<file path="config.mk">
export PLATFORM = sky130hd
export DESIGN_NAME = beam_dac_buffer
export DESIGN_NICKNAME = d
export VERILOG_FILES = /design/src/rtl/beam_dac_buffer.sv
export SDC_FILE = /design/constraint.sdc
export NUM_CORES = 2
export LEC_CHECK = 0
export CORE_MARGIN = 4
export CORE_UTILIZATION = 60
export CTS_BUF_LIST = sky130_fd_sc_hd__clkbuf_16
export DETAILED_ROUTE_END_ITERATION = 10
export MAX_ROUTING_LAYER = met4
export PLACE_DENSITY = 0.76
export RECOVER_POWER = 25
export SYNTH_ARGS = -nofsm -noshare
export SYNTH_HDL_FRONTEND = slang
export SYNTH_SLANG_ARGS = --single-unit
</file>
<file path="constraint.sdc">
create_clock -name clk -period 16.44 [get_ports clk]
set_input_delay 3.288 -clock clk [delete_from_list [all_inputs] [get_ports clk]]
set_output_delay 3.288 -clock clk [all_outputs]
set_load 0.005 [all_outputs]
</file>
<file path="src/rtl/beam_dac_buffer.sv">
// Elastic sample FIFO plus fixed-rate DAC pacer; playback waits for a whole frame or a full buffer.
// Optional build macro BEAM_DAC_BUF_ZERO_IDLE_EN: zero dac_data outside playback and on underflow ticks.
module beam_dac_buffer #(
    parameter int DATA_W   = 32,
    parameter int DEPTH    = 64,
    parameter int RATE_DIV = 4
) (
    input  logic                     clk,
    input  logic                     rst,
    input  logic [DATA_W-1:0]        s_t_data,
    input  logic                     s_t_valid,
    output logic                     s_t_ready,
    input  logic                     s_t_last,
    output logic [DATA_W-1:0]        dac_data,
    output logic                     dac_strobe,
    output logic                     playing,
    output logic                     underflow,
    output logic [$clog2(DEPTH):0]   level,
    input  logic                     clr_flags
);

    localparam int AW = $clog2(DEPTH);
    localparam int PW = AW + 1;
    localparam int DW = $clog2(RATE_DIV);

    typedef enum logic [1:0] {S_IDLE, S_FILL, S_PLAY} state_t;

    logic [DATA_W:0]   mem_q [DEPTH];
    logic [PW-1:0]     wr_ptr_q, rd_ptr_q, frames_q;
    logic [DW-1:0]     div_q;
    state_t            state_q;
    logic [DATA_W-1:0] dac_data_q;
    logic              dac_strobe_q, playing_q, underflow_q;

    logic              full, empty, push, tick, pop, push_last, pop_last;
    logic [DATA_W:0]   rd_word;
    logic [PW-1:0]     wr_ptr_d, rd_ptr_d, frames_d, level_d;

    always_comb begin
        full      = (wr_ptr_q[AW] != rd_ptr_q[AW]) && (wr_ptr_q[AW-1:0] == rd_ptr_q[AW-1:0]);
        empty     = (wr_ptr_q == rd_ptr_q);
        push      = s_t_valid && !full;
        tick      = (state_q == S_PLAY) && (div_q == '0);
        pop       = tick && !empty;
        rd_word   = mem_q[rd_ptr_q[AW-1:0]];
        push_last = push && s_t_last;
        pop_last  = pop && rd_word[DATA_W];
        wr_ptr_d  = wr_ptr_q + PW'(push);
        rd_ptr_d  = rd_ptr_q + PW'(pop);
        frames_d  = frames_q + PW'(push_last) - PW'(pop_last);
        level_d   = wr_ptr_d - rd_ptr_d;
    end

    // Storage is not reset; the pointers alone define what is valid.
    always_ff @(posedge clk) begin
        if (push) begin
            mem_q[wr_ptr_q[AW-1:0]] <= {s_t_last, s_t_data};
        end
    end

    always_ff @(posedge clk or negedge rst) begin
        if (!rst) begin
            wr_ptr_q     <= '0;
            rd_ptr_q     <= '0;
            frames_q     <= '0;
            div_q        <= '0;
            state_q      <= S_IDLE;
            dac_data_q   <= '0;
            dac_strobe_q <= 1'b0;
            playing_q    <= 1'b0;
            underflow_q  <= 1'b0;
        end else begin
            wr_ptr_q     <= wr_ptr_d;
            rd_ptr_q     <= rd_ptr_d;
            frames_q     <= frames_d;
            dac_strobe_q <= pop;

            if (pop) begin
                dac_data_q <= rd_word[DATA_W-1:0];
            end
`ifdef BEAM_DAC_BUF_ZERO_IDLE_EN
            else if (tick || state_q != S_PLAY) begin
                dac_data_q <= '0;
            end
`endif

            // A fresh underflow outranks a clear request in the same cycle.
            if (tick && empty) begin
                underflow_q <= 1'b1;
            end else if (clr_flags) begin
                underflow_q <= 1'b0;
            end

            case (state_q)
                S_IDLE: begin
                    if (push) begin
                        state_q <= S_FILL;
                    end
                end
                S_FILL: begin
                    if (frames_q != '0 || full) begin
                        state_q   <= S_PLAY;
                        playing_q <= 1'b1;
                        div_q     <= '0;
                    end
                end
                S_PLAY: begin
                    div_q <= (div_q == DW'(RATE_DIV - 1)) ? '0 : div_q + DW'(1);
                    if (pop_last && frames_d == '0) begin
                        playing_q <= 1'b0;
                        state_q   <= (level_d != '0) ? S_FILL : S_IDLE;
                    end
                end
                default: begin
                    state_q   <= S_IDLE;
                    playing_q <= 1'b0;
                end
            endcase
        end
    end

    assign s_t_ready  = !full;
    assign dac_data   = dac_data_q;
    assign dac_strobe = dac_strobe_q;
    assign playing    = playing_q;
    assign underflow  = underflow_q;
    assign level      = wr_ptr_q - rd_ptr_q;

endmodule

</file>
==> summary.md <==
| Metric | Value |
|---|---|
| Status | `finished, violations left` |
| Failing checks | `max-capacitance violations, max-slew violations` |
| Post CTS Setup Buffer Count | `0` |
| Overall global routing resource usage | `0.2922` |
| Vias in the first global route | `43337` |
| PwrDens | `163.4 mW/mm^2` |
| DRC | `0` |
| Via count | `43543` |
| Crit-path max FO | `69` |
| Cell area after layout | `0.09371 sq mm` |
| Detailed Route WL | `205.5 mm` |
| Worst skew pair latency | `820 ps` |
| Critical Path Sink Type | `output pin` |
| Cell accounting for the most synthesized area | `edfxtp_1` |
| Post-Syn Area | `0.08429 sq mm` |
| Final setup viols | `0` |
| Hold depth | `2` |
| Ratio of cells with drive above 1 in the final layout | `0.1692` |
| Post-DR vias/cell | `6.828` |
| Startpoint Class | `register` |
| Worst-margin pin slew | `4431 ps` |
| Final HPWL DP | `109.1 mm` |
| Post-synthesis register bit count | `2172` |
| Async SR Flop Fraction | `0.02762` |
| Port Buffers | `79` |
| H-tree levels | `4` |
| Synth top area cells | `edfxtp_1 75%, mux4_2 8.0%, mux2i_1 5.7%` |
| Synth top area share | `0.7524` |
| Hold Slack | `505.8 ps` |
| Routability congestion estimate | `0.8344` |
| CTS tree | `built` |
| Hold EP | `dac_data[4]$_DFFE_PN0P_` |
| Worst Hold Class | `reg2reg` |
| R2R Path Start | `rd_ptr_q[5]$_DFF_PN0_` |
| Hold_buf cts | `0` |
| Peak VDD IR | `0.0001260 V` |
| First-pass GRT wire length | `300.5 mm` |
| Area grow syn2layout | `11.18%` |
| Clock tree buffer depth | `3` |
| Max Freq | `112.5 MHz` |
| LEAKAGE | `30.49 nW` |
| Die Wd | `382.8 um` |
| FP Rows | `137` |
| CTS Buf Count | `203` |
| Most common cell in the netlist | `edfxtp_1` |
| Placeable core area | `0.1395 sq mm` |
| Net count after synthesis | `4259` |
| Top-level I/O count | `80` |
| R2r setup slk | `8470 ps` |
| DR pass1 iterations | `6` |
| Total grt overflow | `0` |
| Number of nets in the layout | `4392` |
| Post_cts resized | `0` |
| Tmin final | `8887 ps` |
| Antenna violations before repair | `18` |
| Fillers | `8766` |
| 1st-iter DRT viols | `5950` |
| Register area share after synthesis | `0.7703` |
| Final worst path period share | `0.5406` |
| Die area | `0.1465 sq mm` |
| Syn_area_per_cell | `20.10 sq um` |
| RSZ-0062 raised after global routing | `no` |
| Final Hold Viols | `0` |
| Starting density of the core | `0.6041` |
| Die height | `382.8 um` |
| Layout Skew | `32.44 ps` |
| Routed WL per cell | `32.23 um` |
| Clock Sinks | `2172` |
| Slew Viols, Final | `1561` |
| Main synth FF type | `edfxtp_1` |
| Post-Synthesis Cells | `4193` |
| Worst R2R Path Depth | `19` |
| Largest net degree at the start of global routing | `172` |
| Count of cell types in the netlist | `61` |
| Maxcap violations | `24` |
| Synth warn | `0` |
| WP data arrival | `5600 ps` |
| Crit path kind | `reg2out` |
| Area after DPL | `0.08734 sq mm` |
| CTS root buffer | `clkbuf_16` |
| Worst rel slew slack | `-1.954` |
| FF-to-FF End | `playing$_DFFE_PN0P_` |
| Post-synth EDFFs | `2112` |
| Hold_sp | `dac_data[4]$_DFFE_PN0P_` |
| Req. time, crit path | `13150 ps` |
| Reg clk slew, reported paths | `60 ps` |
| Setup_tns | `0 ps` |
| Antenna viol nets, final | `0` |
| Top cells by count, synth | `2112 x edfxtp_1, 480 x mux2i_1, 298 x mux4_2` |
==> sequential cells by signal (all words and copies together) (netlist names) <==
name        cells
mem_q        2112
dac_data       32
frames_q        7
rd_ptr_q        7
wr_ptr_q        7
div_q           2
state_q         2
dac_strobe      1
playing         1
underflow       1
==> stage by stage <==
stage | total power, mW | instances | setup slack [ps] | util
after CTS | 15.34 | 6367 | 8700 | 0.6718
after floorplan | 9.507 | 4193 | 10390 | -
after global placement | 10.79 | 5997 | 9546 | 0.6259
final | 15.31 | 6377 | 7553 | 0.6716
after global routing | 15.89 | 6376 | 7230 | 0.6716
after detailed placement | 10.87 | 5997 | 9457 | 0.6259
==> worst max-delay path by stage <==
stage | startpoint | end | slack [ps] | cells after the start
final | rd_ptr_q[5]$_DFF_PN0_ | s_t_ready | 7550 | 6
after CTS | rd_ptr_q[2]$_DFF_PN0_ | level[6] | 8700 | 9
after detailed placement | s_t_last | playing$_DFFE_PN0P_ | 9460 | 13
after global routing | rd_ptr_q[5]$_DFF_PN0_ | s_t_ready | 7230 | 6
after floorplan | rd_ptr_q[1]$_DFF_PN0_ | level[5] | 10390 | 13
after global placement | rd_ptr_q[2]$_DFF_PN0_ | level[6] | 9550 | 9
==> per-layer routing <==
metal  part of all wire  wire length, um  global-route usage  vias up
li1                   -                -                   -    17887
met1               0.37            75480              0.3924    22502
met2               0.48            99380              0.4462     2635
met3               0.11            22320             0.06474      519
met4              0.041             8336              0.1117        0
met5                  0                0                   -        -
==> worst max-delay path, cell delays in order (launching register included) <==
cell             delay, ps
dfrtp_1               2000
clkinv_1              1220
ha_1                   670
nand2_1                 80
nor3_1                 170
nand2_1                160
clkdlybuf4s50_1        480
==> logic make-up (layout without fill, tap and decap cells) <==
| logic type | count (synthesis) | after routing | synth area share |
|---|---|---|---|
| DFF | 2172 | 2172 | 0.7703 |
| muxes | 778 | 778 | 0.1366 |
| AOI/OAI and AO/OA | 555 | 555 | 0.05089 |
| and+or+nand+nor | 344 | 344 | 0.01805 |
| buffers and inverters | 289 | 587 | 0.01683 |
| adders and majority gates | 29 | 29 | 0.004483 |
| xor gates and xnor gates | 26 | 26 | 0.002865 |
| other | 0 | 10 | 0 |
==> cell usage in the layout, fill, tap and decap left out, types with 5 or more instances in the layout <==
master / synthesis / routed
clkinv_2: 0 / 34
buf_4: 51 / 92
bufinv_16: 0 / 17
mux4_2: 298 / 298
buf_12: 1 / 5
clkbuf_1: 137 / 23
xnor2_1: 15 / 15
nand2b_1: 10 / 9
nor2_4: 0 / 66
o22ai_1: 67 / 67
diode_2: 0 / 10
mux2i_1: 480 / 480
o221ai_1: 289 / 289
ha_1: 27 / 27
clkbuf_16: 0 / 209
a21oi_1: 15 / 15
nand2_1: 119 / 118
nand3_1: 100 / 100
clkinv_1: 3 / 39
buf_2: 32 / 16
a32oi_1: 27 / 27
o211ai_1: 60 / 60
inv_1: 33 / 94
o21ai_0: 68 / 68
xor2_1: 10 / 10
nor3_1: 7 / 7
edfxtp_1: 2112 / 2112
nor2_1: 86 / 20
dfrtp_1: 60 / 56
clkdlybuf4s50_1: 0 / 45
inv_6: 0 / 6
==> area by class of cell <==
cell class,count,area [sq um],area share
Timing Repair Buffer,181,1408,0.01502
Clock inverter,161,1166,0.01244
Multi-Input combinational cell,1732,18460,0.1970
Inverter,36,140.1,0.001495
Antenna cell,10,25.02,0.0002670
Sequential cell,2172,64940,0.6930
Clock buffer,209,5230,0.05581
Tap cell,1876,2347,0.02505
==> where the power goes <==
group,internal [mW],leakage [nW],total [mW],switching (mW)
Clock,2.55,3.38,4.52,1.96
Combinational,1.69,7.37,4.24,2.55
Sequential,6.34,19.7,6.55,0.211
Total,10.6,30.5,15.3,4.72
Note: power is estimated with default switching activity, not from simulation.
